### src/rtl/r_divider.sv
// Restoring divider: dividend from an 8x8 RAM, divisor from a constant 8x4 ROM.
// One quotient bit is produced per clock; divide-by-zero is flagged without iterating.
module r_divider #(
  parameter int N_ITER = 8
) (
  input  logic       clk,
  input  logic       rst,
  input  logic       start,
  input  logic [2:0] adr_ram,
  input  logic [2:0] adr_rom,
  input  logic       wr_en,
  input  logic [2:0] wr_adr,
  input  logic [7:0] wr_data,
  output logic       busy,
  output logic       done,
  output logic       err,
  output logic [7:0] quot,
  output logic [3:0] rem
);

  typedef enum logic [1:0] {IDLE, LOAD, DIV, DONE} state_t;

  state_t      state_q, state_d;
  logic [7:0]  ram_q [8];
  logic [7:0]  dvd_q, dvd_d;
  logic [3:0]  dvs_q, dvs_d;
  logic [4:0]  r_q, r_d;
  logic [2:0]  cnt_q, cnt_d;
  logic [7:0]  quot_q, quot_d;
  logic [3:0]  rem_q, rem_d;
  logic        err_q, err_d;
  logic [12:0] step;
  logic [3:0]  rom_val;

  function automatic logic [3:0] rom_lookup(input logic [2:0] a);
    case (a)
      3'd0:    rom_lookup = 4'b0000;
      3'd1:    rom_lookup = 4'b1100;
      3'd2:    rom_lookup = 4'b0110;
      3'd3:    rom_lookup = 4'b0111;
      3'd4:    rom_lookup = 4'b1000;
      3'd5:    rom_lookup = 4'b0001;
      3'd6:    rom_lookup = 4'b1101;
      default: rom_lookup = 4'b1111;
    endcase
  endfunction

  // One restoring step on {R, D}; returns {R_next, D_next} with the quotient bit in D's LSB.
  // R[4] can never be set while R < divisor holds, but it is honoured as a guaranteed subtract.
  function automatic logic [12:0] div_step(input logic [4:0] r, input logic [7:0] d,
                                           input logic [3:0] dv);
    logic [4:0] t;
    logic       ge;
    logic [4:0] r_new;
    t     = {r[3:0], d[7]};
    ge    = r[4] | (t >= {1'b0, dv});
    r_new = ge ? (t - {1'b0, dv}) : t;
    div_step = {r_new, d[6:0], ge};
  endfunction

  assign rom_val = rom_lookup(adr_rom);
  assign step    = div_step(r_q, dvd_q, dvs_q);

  always_comb begin
    state_d = state_q;
    dvd_d   = dvd_q;
    dvs_d   = dvs_q;
    r_d     = r_q;
    cnt_d   = cnt_q;
    quot_d  = quot_q;
    rem_d   = rem_q;
    err_d   = err_q;
    case (state_q)
      IDLE: if (start) state_d = LOAD;
      LOAD: begin
        dvd_d = ram_q[adr_ram];
        dvs_d = rom_val;
        r_d   = 5'd0;
        cnt_d = 3'd0;
        if (rom_val == 4'd0) begin
          state_d = DONE;
          err_d   = 1'b1;
          quot_d  = 8'hFF;
          rem_d   = 4'h0;
        end else begin
          state_d = DIV;
        end
      end
      DIV: begin
        {r_d, dvd_d} = step;
        cnt_d        = cnt_q + 3'd1;
        if (cnt_q == 3'(N_ITER - 1)) begin
          state_d = DONE;
          quot_d  = step[7:0];
          rem_d   = step[11:8];
          err_d   = 1'b0;
        end
      end
      DONE:    state_d = IDLE;
      default: state_d = IDLE;
    endcase
  end

  always_ff @(posedge clk or negedge rst) begin
    if (!rst) begin
      state_q <= IDLE;
      dvd_q   <= 8'h00;
      dvs_q   <= 4'h0;
      r_q     <= 5'd0;
      cnt_q   <= 3'd0;
      quot_q  <= 8'h00;
      rem_q   <= 4'h0;
      err_q   <= 1'b0;
    end else begin
      state_q <= state_d;
      dvd_q   <= dvd_d;
      dvs_q   <= dvs_d;
      r_q     <= r_d;
      cnt_q   <= cnt_d;
      quot_q  <= quot_d;
      rem_q   <= rem_d;
      err_q   <= err_d;
    end
  end

  // Write port is independent of the FSM; the LOAD read sees the pre-edge contents.
  always_ff @(posedge clk or negedge rst) begin
    if (!rst) begin
      for (int i = 0; i < 8; i++) ram_q[i] <= 8'h00;
    end else if (wr_en) begin
      ram_q[wr_adr] <= wr_data;
    end
  end

  assign busy = (state_q == LOAD) || (state_q == DIV);
  assign done = (state_q == DONE);
  assign err  = err_q;
  assign quot = quot_q;
  assign rem  = rem_q;

endmodule

### config.mk
export PLATFORM = sky130hd
export DESIGN_NAME = r_divider
export DESIGN_NICKNAME = d
export VERILOG_FILES = /design/src/rtl/r_divider.sv
export SDC_FILE = /design/constraint.sdc
export NUM_CORES = 1
export LEC_CHECK = 0
export CAP_MARGIN = 40
export CORE_MARGIN = 2
export CORE_UTILIZATION = 50
export CTS_CLUSTER_SIZE = 8
export DETAILED_ROUTE_END_ITERATION = 10
export HOLD_SLACK_MARGIN = 0.02
export PLACE_DENSITY = 0.7
export SYNTH_ARGS = -nofsm -noshare
export SYNTH_HDL_FRONTEND = slang
export SYNTH_SLANG_ARGS = --single-unit
### constraint.sdc
create_clock -name clk -period 2.9 [get_ports clk]
set_input_delay 0.435 -clock clk [delete_from_list [all_inputs] [get_ports clk]]
set_output_delay 0.435 -clock clk [all_outputs]
set_load 0.05 [all_outputs]
==> impl_metrics.env, run 1 <==
export IMPL_placed_area_sq_um=5190
export IMPL_syn_inst=349
export IMPL_syn_area_per_cell_sq_um=13.4
export IMPL_fillers=781
export IMPL_yosys_register_bits=99
export IMPL_rows=35
export IMPL_dieArea_sq_um=10100
export IMPL_leakage_uw=0.00234
export IMPL_grt_pass1_vias=2947
export IMPL_drt_pass1_iter_count=4
export IMPL_cts_hold_fix_buffers=0
export IMPL_critPathKind="register to register"
export IMPL_power_total_uw=5160
export IMPL_die_h_um=101
export IMPL_start_util_pct=51.1
export IMPL_antenna_left=0
export IMPL_relSlewSlack_pct=55.6
export IMPL_drc=0
export IMPL_initialDrtViolationCount=105
export IMPL_fin_util_pct=58.9
export IMPL_track_usage_pct=19.3
export IMPL_viasPerCell=5.71
export IMPL_required_ns=3.20
export IMPL_status="finished, final reports clean"
export IMPL_antenna_found_initial=0
export IMPL_hp_class="primary input to asynchronous set/reset pin"
export IMPL_ys_flop_type="dfrtp_1"
export IMPL_yosysSeqAreaShare_pct=52.9
export IMPL_cts_made_buffers=9
export IMPL_final_cells=508
export IMPL_synth_top_area_share_pct=52.9
export IMPL_yosysWarnings=0
export IMPL_synth_edf_count=0
export IMPL_synthArstFlopShare_pct=100
export IMPL_htree_levels=3
export IMPL_nets=425
export IMPL_worstSetupStartpointType="register"
export IMPL_grt_start_max_net_pins=48
export IMPL_period_minus_slack_ns=2.42
export IMPL_design_area_sq_um=5390
export IMPL_post_cts_setup_buffers=0
export IMPL_wl_per_cell_um=17.7
export IMPL_fin_skew_ns=0.00947
export IMPL_synthTopCellsByArea="dfrtp_1 (53%), mux2_2 (15%), mux4_2 (5.8%)"
export IMPL_timing_final_crit_share_pct=83.6
export IMPL_area_growth_pct=15.1
export IMPL_synth_fp_nets=381
export IMPL_syn_area_sq_um=4680
export IMPL_arrival_ns=2.72
export IMPL_vias=2901
export IMPL_overflow=0
export IMPL_cts_root_buf="clkbuf_8"
export IMPL_io_buffers=35
export IMPL_maxCapViolations=0
export IMPL_crit_fanout=22
export IMPL_maxSlewViolCount=0
export IMPL_drive_above_1_share_pct=29.7
export IMPL_ir_drop_mv=0.396
export IMPL_synth_cell_types=46
export IMPL_dp_cells=493
export IMPL_io_pins=36
export IMPL_hold_violations=0
export IMPL_cts_resized=0
export IMPL_grt_first_pass_wirelength_um=15000
export IMPL_core_area_sq_um=9150
export IMPL_yosysTopAreaCell="dfrtp_1"
export IMPL_clockBufferDepth=2
export IMPL_end_kind="register"
export IMPL_diodes=0
export IMPL_tightest_slew_ns=0.664
export IMPL_cts_tree="built"
export IMPL_place_congestion=0.796
export IMPL_clock_latency_ns=0.36
export IMPL_rsz0062_at_grt="no"
export IMPL_die_w_um=101
export IMPL_setup_viol=0
export IMPL_cts_sinks=99
export IMPL_drt_total_wl_um=9010
export IMPL_fin_tns_setup_ns=0
export IMPL_fmax_mhz=413
export IMPL_power_density_nw_per_um2=957
export IMPL_clk_pin_slew_ns=0.09
export IMPL_place_hpwl_um=6460
[cells by family after synthesis]
| logic type | after synthesis | synth area share, % |
|---|---|---|
| multiplexers | 93 | 26.4 |
| adder cells (fa/ha/maj) | 11 | 3.10 |
| flip-flops | 99 | 52.9 |
| AND/OR/NAND/NOR | 61 | 6.95 |
| XOR/XNOR | 2 | 0.374 |
| buffers and inverters | 33 | 3.18 |
| AO/OA/AOI/OAI | 50 | 7.09 |
[per-layer routing]
metal | GRT usage, % | routed length (um) | up-vias
met5 | 0 | 0 | -
met3 | 4.65 | 279 | 10
met1 | 26.4 | 4270 | 1481
li1 | - | - | 1355
met2 | 31.0 | 4360 | 55
met4 | 5.16 | 93 | 0
[critical path, cell delays in order (launching register included)]
cell and delay [ns]:
dfrtp_1 0.42, inv_1 0.10, ha_1 0.34, or4b_1 0.53, o21ai_1 0.14, nand2_1 0.42
a21oi_1 0.30, a21o_1 0.12
[where the power goes]
part           total, uW  switching [uW]  internal, uW
Clock                898             492           406
Combinational       2220            1270           955
Sequential          2040             236          1800
[synth_stat cells (2+ instances only)]
library cell / n
a21oi_1: 8
a221oi_1: 7
a31oi_1: 2
buf_2: 5
buf_6: 2
clkbuf_1: 8
dfrtp_1: 99
ha_1: 10
inv_1: 15
mux2_1: 2
mux2_2: 64
mux2i_1: 10
mux4_1: 4
mux4_2: 12
nand2_1: 20
nand2b_1: 3
nand3_1: 4
nand4b_1: 3
nor2_1: 18
nor2b_1: 3
nor3_2: 2
o211ai_1: 2
o21ai_0: 6
o21ai_1: 13
o22ai_1: 4
or3_1: 2
xnor2_1: 2
[worst paths after layout]
kind                              to       start  slack [ns]  depth (start not counted)
setup / recovery             quot[0]  state_q[1]        0.48                          7
hold / removal                rem[1]         rst        0.07                          1
setup reg to reg             quot[0]  state_q[1]        0.48                          7
hold reg to reg              quot[6]     quot[6]        0.49                          2
max in group asynchronous  ram_q[62]         rst        2.13                          2
min in group clk             quot[6]     quot[6]        0.49                          2
[state kept, by name, summed over array words and instances, names as in the netlist, 2 cells and up]
register,cells
ram_q,64
dvd_q,8
quot,8
r_q,5
dvs_q,4
rem,4
cnt_q,3
state_q,2
[layout by cell type (no fill, tap or decap), types with 9 or more instances in the layout]
cell and instances:
buf_4 17, clkbuf_8 9, clkdlybuf4s50_1 33, dfrtp_1 99
ha_1 10, inv_1 15, mux2_2 64, mux2i_1 10
mux4_2 12, nand2_1 20, nor2_1 18, o21ai_1 13
[area by class of cell]
type,count,area [sq um],share of cell area [%]
Clock buffer,9,124,2.30
Timing Repair Buffer,50,458,8.50
Multi-Input combinational cell,217,2050,38.1
Tap cell,111,139,2.58
Clock inverter,6,75.1,1.39
Inverter,16,60.1,1.11
Sequential cell,99,2480,46.0
[through the flow]
stage / hold WS [ns] / setup slack [ns]
after floorplan: 0.139 / 0.859
after global placement: 0.463 / 0.466
after detailed placement: 0.477 / 0.343
after CTS: 0.0804 / 0.480
after global routing: 0.102 / 0.265
final: 0.0731 / 0.476
Note: power is estimated with default switching activity, not from simulation.
==> run 2, diff against run 1 <==
==> constraint.sdc (replaced) <==
create_clock -name clk -period 2.3 [get_ports clk]
set_input_delay 0.345 -clock clk [delete_from_list [all_inputs] [get_ports clk]]
set_output_delay 0.345 -clock clk [all_outputs]
set_load 0.05 [all_outputs]
==> run 2 against run 1 <==
Effect of this change:
- sequential share of layout area shrank 0.99 points
- power is 31% higher
- non-clock buffer count grew 9
- global-route usage rose by 0.52 points
- setup slack worse by 0.28 ns
- design area up 2.2%
- clock skew down 0.0012 ns
- critical path depth decreased by 5
- cell count up 2.0%
==> impl_metrics.env, run 2 (synthesis gave the netlist of run 1 again) <==
export IMPL_setup_viol=0
export IMPL_critPathKind="register to primary output"
export IMPL_cts_tree="built"
export IMPL_place_hpwl_um=6480
export IMPL_initialDrtViolationCount=95
export IMPL_grt_first_pass_wirelength_um=15100
export IMPL_final_cell_mix="dfrtp_1 (99), mux2_2 (64), clkdlybuf4s50_1 (33)"
export IMPL_diodes=0
export IMPL_start_util_pct=51.1
export IMPL_status="finished, final reports clean"
export IMPL_clockBufferDepth=2
export IMPL_design_area_sq_um=5510
export IMPL_track_usage_pct=19.8
export IMPL_drc=0
export IMPL_drt_pass1_iter_count=4
export IMPL_dp_cells=501
export IMPL_relSlewSlack_pct=66.5
export IMPL_post_cts_setup_buffers=0
export IMPL_final_common_cell="dfrtp_1"
export IMPL_overflow=0
export IMPL_nets=434
export IMPL_hp_class="primary input to asynchronous set/reset pin"
export IMPL_cts_made_buffers=9
export IMPL_die_w_um=101
export IMPL_fmax_mhz=476
export IMPL_die_h_um=101
export IMPL_fin_tns_setup_ns=0
export IMPL_grt_start_max_net_pins=65
export IMPL_tightest_slew_ns=0.500
export IMPL_wl_per_cell_um=17.8
export IMPL_io_pins=36
export IMPL_period_minus_slack_ns=2.10
export IMPL_arrival_ns=1.76
export IMPL_fin_skew_ns=0.00824
export IMPL_io_buffers=35
export IMPL_hold_violations=0
export IMPL_cts_sinks=99
export IMPL_final_cells=518
export IMPL_dieArea_sq_um=10100
export IMPL_drive_above_1_share_pct=31.2
export IMPL_rows=35
export IMPL_placed_area_sq_um=5270
export IMPL_ir_drop_mv=0.458
export IMPL_maxCapViolations=0
export IMPL_timing_final_crit_share_pct=91.3
export IMPL_place_congestion=0.792
export IMPL_leakage_uw=0.00241
export IMPL_grt_pass1_vias=2937
export IMPL_vias=2908
export IMPL_clk_pin_slew_ns=0.09
export IMPL_htree_levels=3
export IMPL_end_kind="primary output"
export IMPL_clock_latency_ns=0.36
export IMPL_power_density_nw_per_um2=1230
export IMPL_drt_total_wl_um=9220
export IMPL_crit_fanout=6
export IMPL_worstSetupStartpointType="register"
export IMPL_viasPerCell=5.61
export IMPL_cts_root_buf="clkbuf_8"
export IMPL_whs_ns=0.368
export IMPL_core_area_sq_um=9150
export IMPL_area_growth_pct=17.6
export IMPL_antenna_found_initial=0
export IMPL_largest_reg_flops=64
export IMPL_top_register="ram_q"
export IMPL_required_ns=1.96
export IMPL_antenna_left=0
export IMPL_maxSlewViolCount=0
export IMPL_rsz0062_at_grt="no"
export IMPL_fillers=733
[run 2: cell type report]
class | instances | area [sq um] | area share [%]
Clock inverter | 3 | 43.8 | 0.795
Inverter | 16 | 60.1 | 1.09
Timing Repair Buffer | 59 | 553 | 10.0
Tap cell | 111 | 139 | 2.52
Clock buffer | 13 | 179 | 3.25
Multi-Input combinational cell | 217 | 2050 | 37.3
Sequential cell | 99 | 2480 | 45.0
[run 2: worst paths after layout]
kind	startpoint	endpoint	slack, ns	cells after the start
min	rst	dvs_q[3]	0.37	2
min reg2reg	quot[0]	quot[0]	0.48	1
min in group clk	quot[0]	quot[0]	0.48	1
max reg2reg	dvs_q[2]	r_q[0]	0.35	7
max	state_q[0]	done	0.20	2
max in group asynchronous	rst	dvd_q[5]	1.34	3
[run 2: critical path, stage by stage, from the launching register on]
cell	delay, ns
dfrtp_1	0.44
ha_1	0.17
clkdlybuf4s50_1	0.79
[run 2: layer usage]
| metal | share of wire [%] | wire (um) | track usage [%] | up-vias |
|---|---|---|---|---|
| met1 | 47 | 4340 | 27.0 | 1474 |
| met2 | 49 | 4490 | 31.9 | 50 |
| met5 | 0 | 0 | 0 | - |
| met4 | 1.1 | 103 | 6.53 | 0 |
| li1 | - | - | - | 1376 |
| met3 | 3.1 | 283 | 4.02 | 8 |
[run 2: through the flow]
| stage | utilization, % | setup slack [ns] | power (uW) |
|---|---|---|---|
| floorplan | - | 0.259 | 4680 |
| global placement | 57.6 | 0.0970 | 5510 |
| detailed placement | 57.6 | 0.0404 | 5610 |
| CTS | 60.2 | 0.174 | 6810 |
| global route | 60.2 | 0.101 | 7190 |
| finish | 60.2 | 0.199 | 6760 |
[run 2: where the power goes]
group          switching, uW  internal, uW
logic                   1660          1330
registers                300          2270
clock network            572           622
[run 2: what timing repair did]
| item | 4_1_cts | 5_1_grt |
|---|---|---|
| hold buffers | 1 | 0 |
| gates resized for setup | 0 | 0 |
| endpoints found under the hold margin | 13 | 0 |
==> run 3, diff against run 2 <==
--- a/config.mk
+++ b/config.mk
@@ -8,7 +8,6 @@
 export CAP_MARGIN = 40
 export CORE_MARGIN = 2
 export CORE_UTILIZATION = 50
-export CTS_CLUSTER_SIZE = 8
 export DETAILED_ROUTE_END_ITERATION = 10
 export HOLD_SLACK_MARGIN = 0.02
 export PLACE_DENSITY = 0.7
==> results of run 3 <==
Final layout, timing and power as in run 2 (identical DEF).
